<file path="src/rtl/bias3_pkg.sv">
// Shared types and constants for the layer-3 bias delta generator.
// Holds lane geometry, update strobe codes, FSM encoding and the 16-bit saturator.
package bias3_pkg;

   localparam int LANES = 4;
   localparam int DW    = 16;

   localparam logic [LANES-1:0] SEL_UPD  = 4'b1111;
   localparam logic [LANES-1:0] CTRL_UPD = 4'b1111;

   typedef enum logic [1:0] {
      ACCUM = 2'd0,
      SCALE = 2'd1,
      ISSUE = 2'd2
   } state_t;

   // Callers sign-extend to 64 bits so one function serves every datapath width.
   function automatic logic signed [DW-1:0] sat_dw(input logic signed [63:0] x);
      if (x > 64'sh0000_0000_0000_7fff)
         return 16'sh7fff;
      else if (x < 64'shffff_ffff_ffff_8000)
         return 16'sh8000;
      else
         return x[DW-1:0];
   endfunction

endpackage

</file>
<file path="src/rtl/bias3_lane_scale.sv">
// Combinational lane scaler: delta = sat16(-floor(acc * lr / 2^FRAC)).
// No state; shared across lanes by the parent during SCALE.
module bias3_lane_scale
   import bias3_pkg::*;
#(
   parameter int ACC_W = 32,
   parameter int FRAC  = 12
) (
   input  logic signed [ACC_W-1:0] acc,
   input  logic        [15:0]      lr,
   output logic signed [DW-1:0]    delta
);

   localparam int PW = ACC_W + 17;

   logic signed [PW-1:0] prod;
   logic signed [PW-1:0] shifted;
   logic signed [PW-1:0] negated;

   // lr is unsigned, so a zero msb keeps it positive in the signed product.
   assign prod    = PW'(acc) * PW'($signed({1'b0, lr}));
   assign shifted = prod >>> FRAC;
   assign negated = -shifted;
   assign delta   = sat_dw(64'(negated));

endmodule

</file>
<file path="src/rtl/bias3_delta_gen.sv">
// Accumulates four output-error lanes per mini-batch, then emits scaled negated bias deltas.
// Strobe 5 cycles after the closing sample; samples offered while busy are dropped and flagged.
module bias3_delta_gen
   import bias3_pkg::*;
#(
   parameter int BATCH = 8,
   parameter int ACC_W = 32,
   parameter int FRAC  = 12
) (
   input  logic                 clk,
   input  logic                 rst,
   input  logic                 err_valid,
   input  logic signed [DW-1:0] err_1,
   input  logic signed [DW-1:0] err_2,
   input  logic signed [DW-1:0] err_3,
   input  logic signed [DW-1:0] err_4,
   input  logic        [15:0]   lr,
   input  logic                 flush,
   output logic                 busy,
   output logic                 err_drop,
   output logic signed [DW-1:0] deltab3_1,
   output logic signed [DW-1:0] deltab3_2,
   output logic signed [DW-1:0] deltab3_3,
   output logic signed [DW-1:0] deltab3_4,
   output logic [LANES-1:0]     sel,
   output logic [LANES-1:0]     ctrl
);

   localparam int CNT_W = $clog2(BATCH + 1);

   state_t                  state, state_nxt;
   logic [1:0]              lane;
   logic [CNT_W-1:0]        cnt;
   logic signed [ACC_W-1:0] acc   [LANES];
   logic signed [DW-1:0]    err   [LANES];
   logic signed [DW-1:0]    delta [LANES];
   logic signed [DW-1:0]    lane_delta;
   logic                    accept, go;

   assign err[0] = err_1;
   assign err[1] = err_2;
   assign err[2] = err_3;
   assign err[3] = err_4;

   assign accept = (state == ACCUM) && err_valid;
   assign go     = (accept && (cnt == CNT_W'(BATCH - 1)))
                || ((state == ACCUM) && flush && ((cnt != '0) || err_valid));

   function automatic logic signed [ACC_W-1:0] acc_add(input logic signed [ACC_W-1:0] a,
                                                       input logic signed [DW-1:0]    e);
      logic signed [ACC_W:0] s;
      s = (ACC_W+1)'(a) + (ACC_W+1)'(e);
      if (s[ACC_W] != s[ACC_W-1])
         return s[ACC_W] ? {1'b1, {(ACC_W-1){1'b0}}} : {1'b0, {(ACC_W-1){1'b1}}};
      return s[ACC_W-1:0];
   endfunction

   always_ff @(posedge clk or posedge rst) begin
      if (rst) state <= ACCUM;
      else     state <= state_nxt;
   end

   always_comb begin
      state_nxt = state;
      busy      = 1'b0;
      sel       = '0;
      ctrl      = '0;
      unique case (state)
         ACCUM: if (go) state_nxt = SCALE;
         SCALE: begin
            busy = 1'b1;
            if (lane == 2'(LANES - 1)) state_nxt = ISSUE;
         end
         ISSUE: begin
            busy      = 1'b1;
            sel       = SEL_UPD;
            ctrl      = CTRL_UPD;
            state_nxt = ACCUM;
         end
         default: state_nxt = ACCUM;
      endcase
   end

   always_ff @(posedge clk or posedge rst) begin
      if (rst) begin
         cnt      <= '0;
         lane     <= '0;
         err_drop <= 1'b0;
         for (int k = 0; k < LANES; k++) begin
            acc[k]   <= '0;
            delta[k] <= '0;
         end
      end else begin
         err_drop <= err_valid && (state != ACCUM);
         case (state)
            ACCUM: if (accept) begin
               cnt <= cnt + CNT_W'(1);
               for (int k = 0; k < LANES; k++) acc[k] <= acc_add(acc[k], err[k]);
            end
            // Lane index wraps to 0 on the last SCALE cycle, ready for the next batch.
            SCALE: begin
               delta[lane] <= lane_delta;
               lane        <= lane + 2'd1;
            end
            ISSUE: begin
               cnt <= '0;
               for (int k = 0; k < LANES; k++) acc[k] <= '0;
            end
            default: ;
         endcase
      end
   end

   bias3_lane_scale #(
      .ACC_W (ACC_W),
      .FRAC  (FRAC)
   ) u_lane_scale (
      .acc   (acc[lane]),
      .lr    (lr),
      .delta (lane_delta)
   );

   assign deltab3_1 = delta[0];
   assign deltab3_2 = delta[1];
   assign deltab3_3 = delta[2];
   assign deltab3_4 = delta[3];

endmodule

</file>
<file path="config.mk">
export PLATFORM = sky130hd
export DESIGN_NAME = bias3_delta_gen
export DESIGN_NICKNAME = d
export VERILOG_FILES = /design/src/rtl/bias3_pkg.sv /design/src/rtl/bias3_lane_scale.sv /design/src/rtl/bias3_delta_gen.sv
export SDC_FILE = /design/constraint.sdc
export NUM_CORES = 2
export LEC_CHECK = 0
export BUFFER_PORTS_ARGS = -buffer_cell sky130_fd_sc_hd__buf_4
export CORE_UTILIZATION = 23
export DETAILED_ROUTE_END_ITERATION = 7
export GPL_TIMING_DRIVEN = 0
export REMOVE_ABC_BUFFERS = 1
export SLEW_MARGIN = 20
export SYNTH_ARGS = -nofsm -noshare
export SYNTH_HDL_FRONTEND = slang
export SYNTH_HIERARCHICAL = 1
export SYNTH_SLANG_ARGS = --single-unit
export TNS_END_PERCENT = 30
</file>
<file path="constraint.sdc">
create_clock -name clk -period 13.5 [get_ports clk]
set_input_delay 0.675 -clock clk [delete_from_list [all_inputs] [get_ports clk]]
set_output_delay 0.675 -clock clk [all_outputs]
set_load 0.03 [all_outputs]
</file>
==> flow_metrics.py <==
metrics = {
    "status": {
        "outcome": "complete, no violations",
    },
    "job": {
        "maxCapViolations": 0,
    },
    "die": {
        "core_area_um2": 151900,
        "start_util_pct": 23.18,
        "ios": 158,
        "die_w_um": 393.3,
        "dieArea_um2": 154600,
        "num_rows": 143,
        "dieHeight_um": 393.3,
    },
    "cells_and_area": {
        "drive_gt1_share_pct": 10.18,
        "area_growth_syn_to_layout_pct": 11.74,
        "finalNetCount": 4816,
    },
    "setup_path": {
        "end_kind": "flop",
        "path_class": "flop to flop",
        "crit_arrival_ns": 11.21,
        "ff2ff_setup_slack_ns": 2.76,
        "cp-start-kind": "flop",
        "worstPathMaxFanout": 33,
        "reg2reg_to": "deltab3_3[3]",
        "reg2reg_depth": 26,
        "reg2reg_from": "lane[0]",
        "required_ns": 13.97,
    },
    "worst_hold_path": {
        "hold_path.class": "input pin to async pin",
    },
    "place": {
        "gp_congestion": 0.8896,
        "place_hpwl_um": 80250,
        "port-buffer-count": 157,
    },
    "cts": {
        "cts_tree": "built",
        "cts_resized": 0,
        "cts.sinks": 201,
        "insertion_delay_ns": 0.59,
        "hold_buffers": 0,
        "clock-root-buffer": "clkbuf_16",
        "clockBufferDepth": 3,
        "post_cts_buffers": 0,
        "htreeDepth": 1,
        "cts_inserted_buffers": 24,
        "clk_pin_slew_ns": 0.07,
    },
    "synth": {
        "synth_area_um2": 35210,
        "avgSynthCellArea_um2": 8.857,
        "ys.flop_type": "dfrtp_1",
        "netlist_instances": 3975,
        "ys_seq_area_share_pct": 14.29,
        "ys_types": 108,
        "yosysWarnings": 6,
        "synth-edff-count": 0,
        "synth-seq-cells": 201,
        "synth-async-reset-ratio_pct": 100.0,
    },
    "timing": {
        "rsz0062_at_grt": "false",
        "min_period_ns": 10.74,
        "finalCritPeriodShare_pct": 79.54,
        "hold_viol_final": 0,
        "slew_headroom_pct": 31.12,
        "worst_slew_pin_slew_ns": 1.022,
        "finClkSkew_ns": 0.01592,
        "drv_slew": 0,
        "setup-tns-final_ns": 0,
        "fmax_mhz": 93.13,
        "setup_viol": 0,
    },
    "detailed_routing": {
        "wire_per_inst_um": 16.92,
        "vias_per_cell": 4.643,
        "wl_um": 102100,
        "dr.pass1.iters": 5,
        "drt-initial-drc-count": 1381,
        "drcViolationCount": 0,
        "antenna_left": 0,
        "vias": 28020,
    },
    "grt": {
        "antenna_found_initial": 12,
        "grt_pass1_wl_um": 162700,
        "overflow": 0,
        "grt_pass1_vias": 29380,
        "grt_max_degree": 79,
        "grt_usage_pct": 13.19,
    },
}
-- registers in the layout, summed over array words and instances, names as in the netlist --
| name | flops |
|---|---|
| lane | 2 |
| deltab3_2 | 16 |
| deltab3_1 | 16 |
| acc | 128 |
| err_drop | 1 |
| deltab3_4 | 16 |
| state | 2 |
| cnt | 4 |
| deltab3_3 | 16 |
-- area by class of cell --
cell class	instances	area, um2
antenna	6	15.01
clock inverter	14	212.7
inverter	561	2113
timing repair buffer	170	1466
multi-input combinational	3023	27300
clock buffer	30	663.1
sequential	201	5035
fill	16250	112600
tap	2030	2540
-- layout by cell type, fill, tap and decap left out, types with 13 or more instances in the layout --
cell type  instances
nor2b_1           23
o21a_1            21
mux4_2            32
or2_2             13
a31oi_1           16
nand3_1           35
xnor2_1          102
dfrtp_1          199
buf_4            157
a211oi_1          25
nand4_1           55
o21ai_0          184
fa_1             491
a21o_1            95
xor2_1            59
nand2b_1          26
a21oi_1          165
a221o_1           35
ha_1             258
o211ai_1          20
nand2_1          527
o21ai_2           13
and3_1            14
nor3_1            41
clkbuf_16         24
inv_1            560
o21bai_1          21
nor2_1           194
and2_1           249
mux2_2            65
o21ai_1           22
-- worst max-delay path: stages (launching register included) --
cell      delay (ns)
dfrtp_4         0.48
buf_16          0.24
mux4_2          0.80
and2_1          0.29
fa_1            0.53
inv_1           0.05
fa_1            0.56
fa_1            0.45
fa_1            0.55
inv_1           0.05
fa_1            0.49
fa_1            0.44
ha_1            0.60
a21oi_1         0.16
o221ai_1        0.24
a21oi_2         0.12
o31ai_1         0.78
xor2_1          0.24
a211oi_1        0.49
nand2_1         0.30
o311ai_0        0.70
mux2i_1         0.17
a211o_1         0.32
nor4_1          0.17
a21o_2          0.37
o21ai_0         0.46
mux2_2          0.44
-- worst max-delay path by stage --
stage | from | end
final | lane[0] | deltab3_3[3]
after global placement | lane[0] | deltab3_2[3]
after CTS | lane[0] | deltab3_3[3]
after global routing | lane[0] | deltab3_2[3]
after detailed placement | lane[0] | deltab3_2[3]
after floorplan | lane[0] | deltab3_1[3]
-- cells by family (layout without fill, tap and decap cells) --
group / after synthesis / count (layout) / share of synthesized area (%)
muxes: 106 / 106 / 4.382
AOI/OAI and AO/OA: 758 / 758 / 14.62
DFF: 201 / 201 / 14.29
and+or+nand+nor: 1246 / 1246 / 17.15
adders and majority gates: 751 / 751 / 37.16
buffers and inverters: 751 / 775 / 8.351
xor gates and xnor gates: 162 / 162 / 4.051
other: 0 / 6 / 0
-- cells in the mapped netlist, types with 22 or more instances --
cell | count | area (um2)
inv_1 | 561 | 2106
nand2_1 | 529 | 1986
fa_1 | 491 | 9829
ha_1 | 260 | 3253
and2_1 | 249 | 1558
dfrtp_1 | 201 | 5030
nor2_1 | 194 | 728.2
o21ai_0 | 184 | 920.9
a21oi_1 | 165 | 825.8
clkbuf_1 | 145 | 544.3
xnor2_1 | 102 | 893.4
a21o_1 | 95 | 713.2
mux2_2 | 65 | 732.0
xor2_1 | 59 | 516.8
nand4_1 | 55 | 344.1
nor3_1 | 41 | 205.2
a221o_1 | 35 | 350.3
nand3_1 | 35 | 175.2
mux4_2 | 32 | 720.7
nand2b_1 | 26 | 162.7
a211oi_1 | 25 | 187.7
nor2b_1 | 23 | 143.9
buf_2 | 22 | 110.1
o21ai_1 | 22 | 110.1
-- per-layer routing --
metal  track usage (%)  routed length [um]
met5                 0                  45
met4             3.559                2101
met3             1.387                4122
met2             23.49               51360
met1             16.80               44500
-- per-stage QoR --
stage | worst slack [ns] | util (%) | cell area, um2 | hold WS, ns | cells
after floorplan | 3.295 | - | 34370 | 0.4701 | 3785
after global placement | 0.9466 | 25.08 | 38090 | 0.4904 | 5972
after detailed placement | 2.806 | 25.31 | 38450 | 0.4938 | 5985
after CTS | 2.739 | 25.89 | 39320 | 0.07042 | 6029
after global routing | 2.156 | 25.90 | 39340 | 0.1109 | 6033
final | 2.762 | 25.90 | 39340 | 0.08461 | 6035
Power is left out: the tool's default activity adds up to more than one toggle a clock period on the data nets, which glitch-free logic cannot reach.
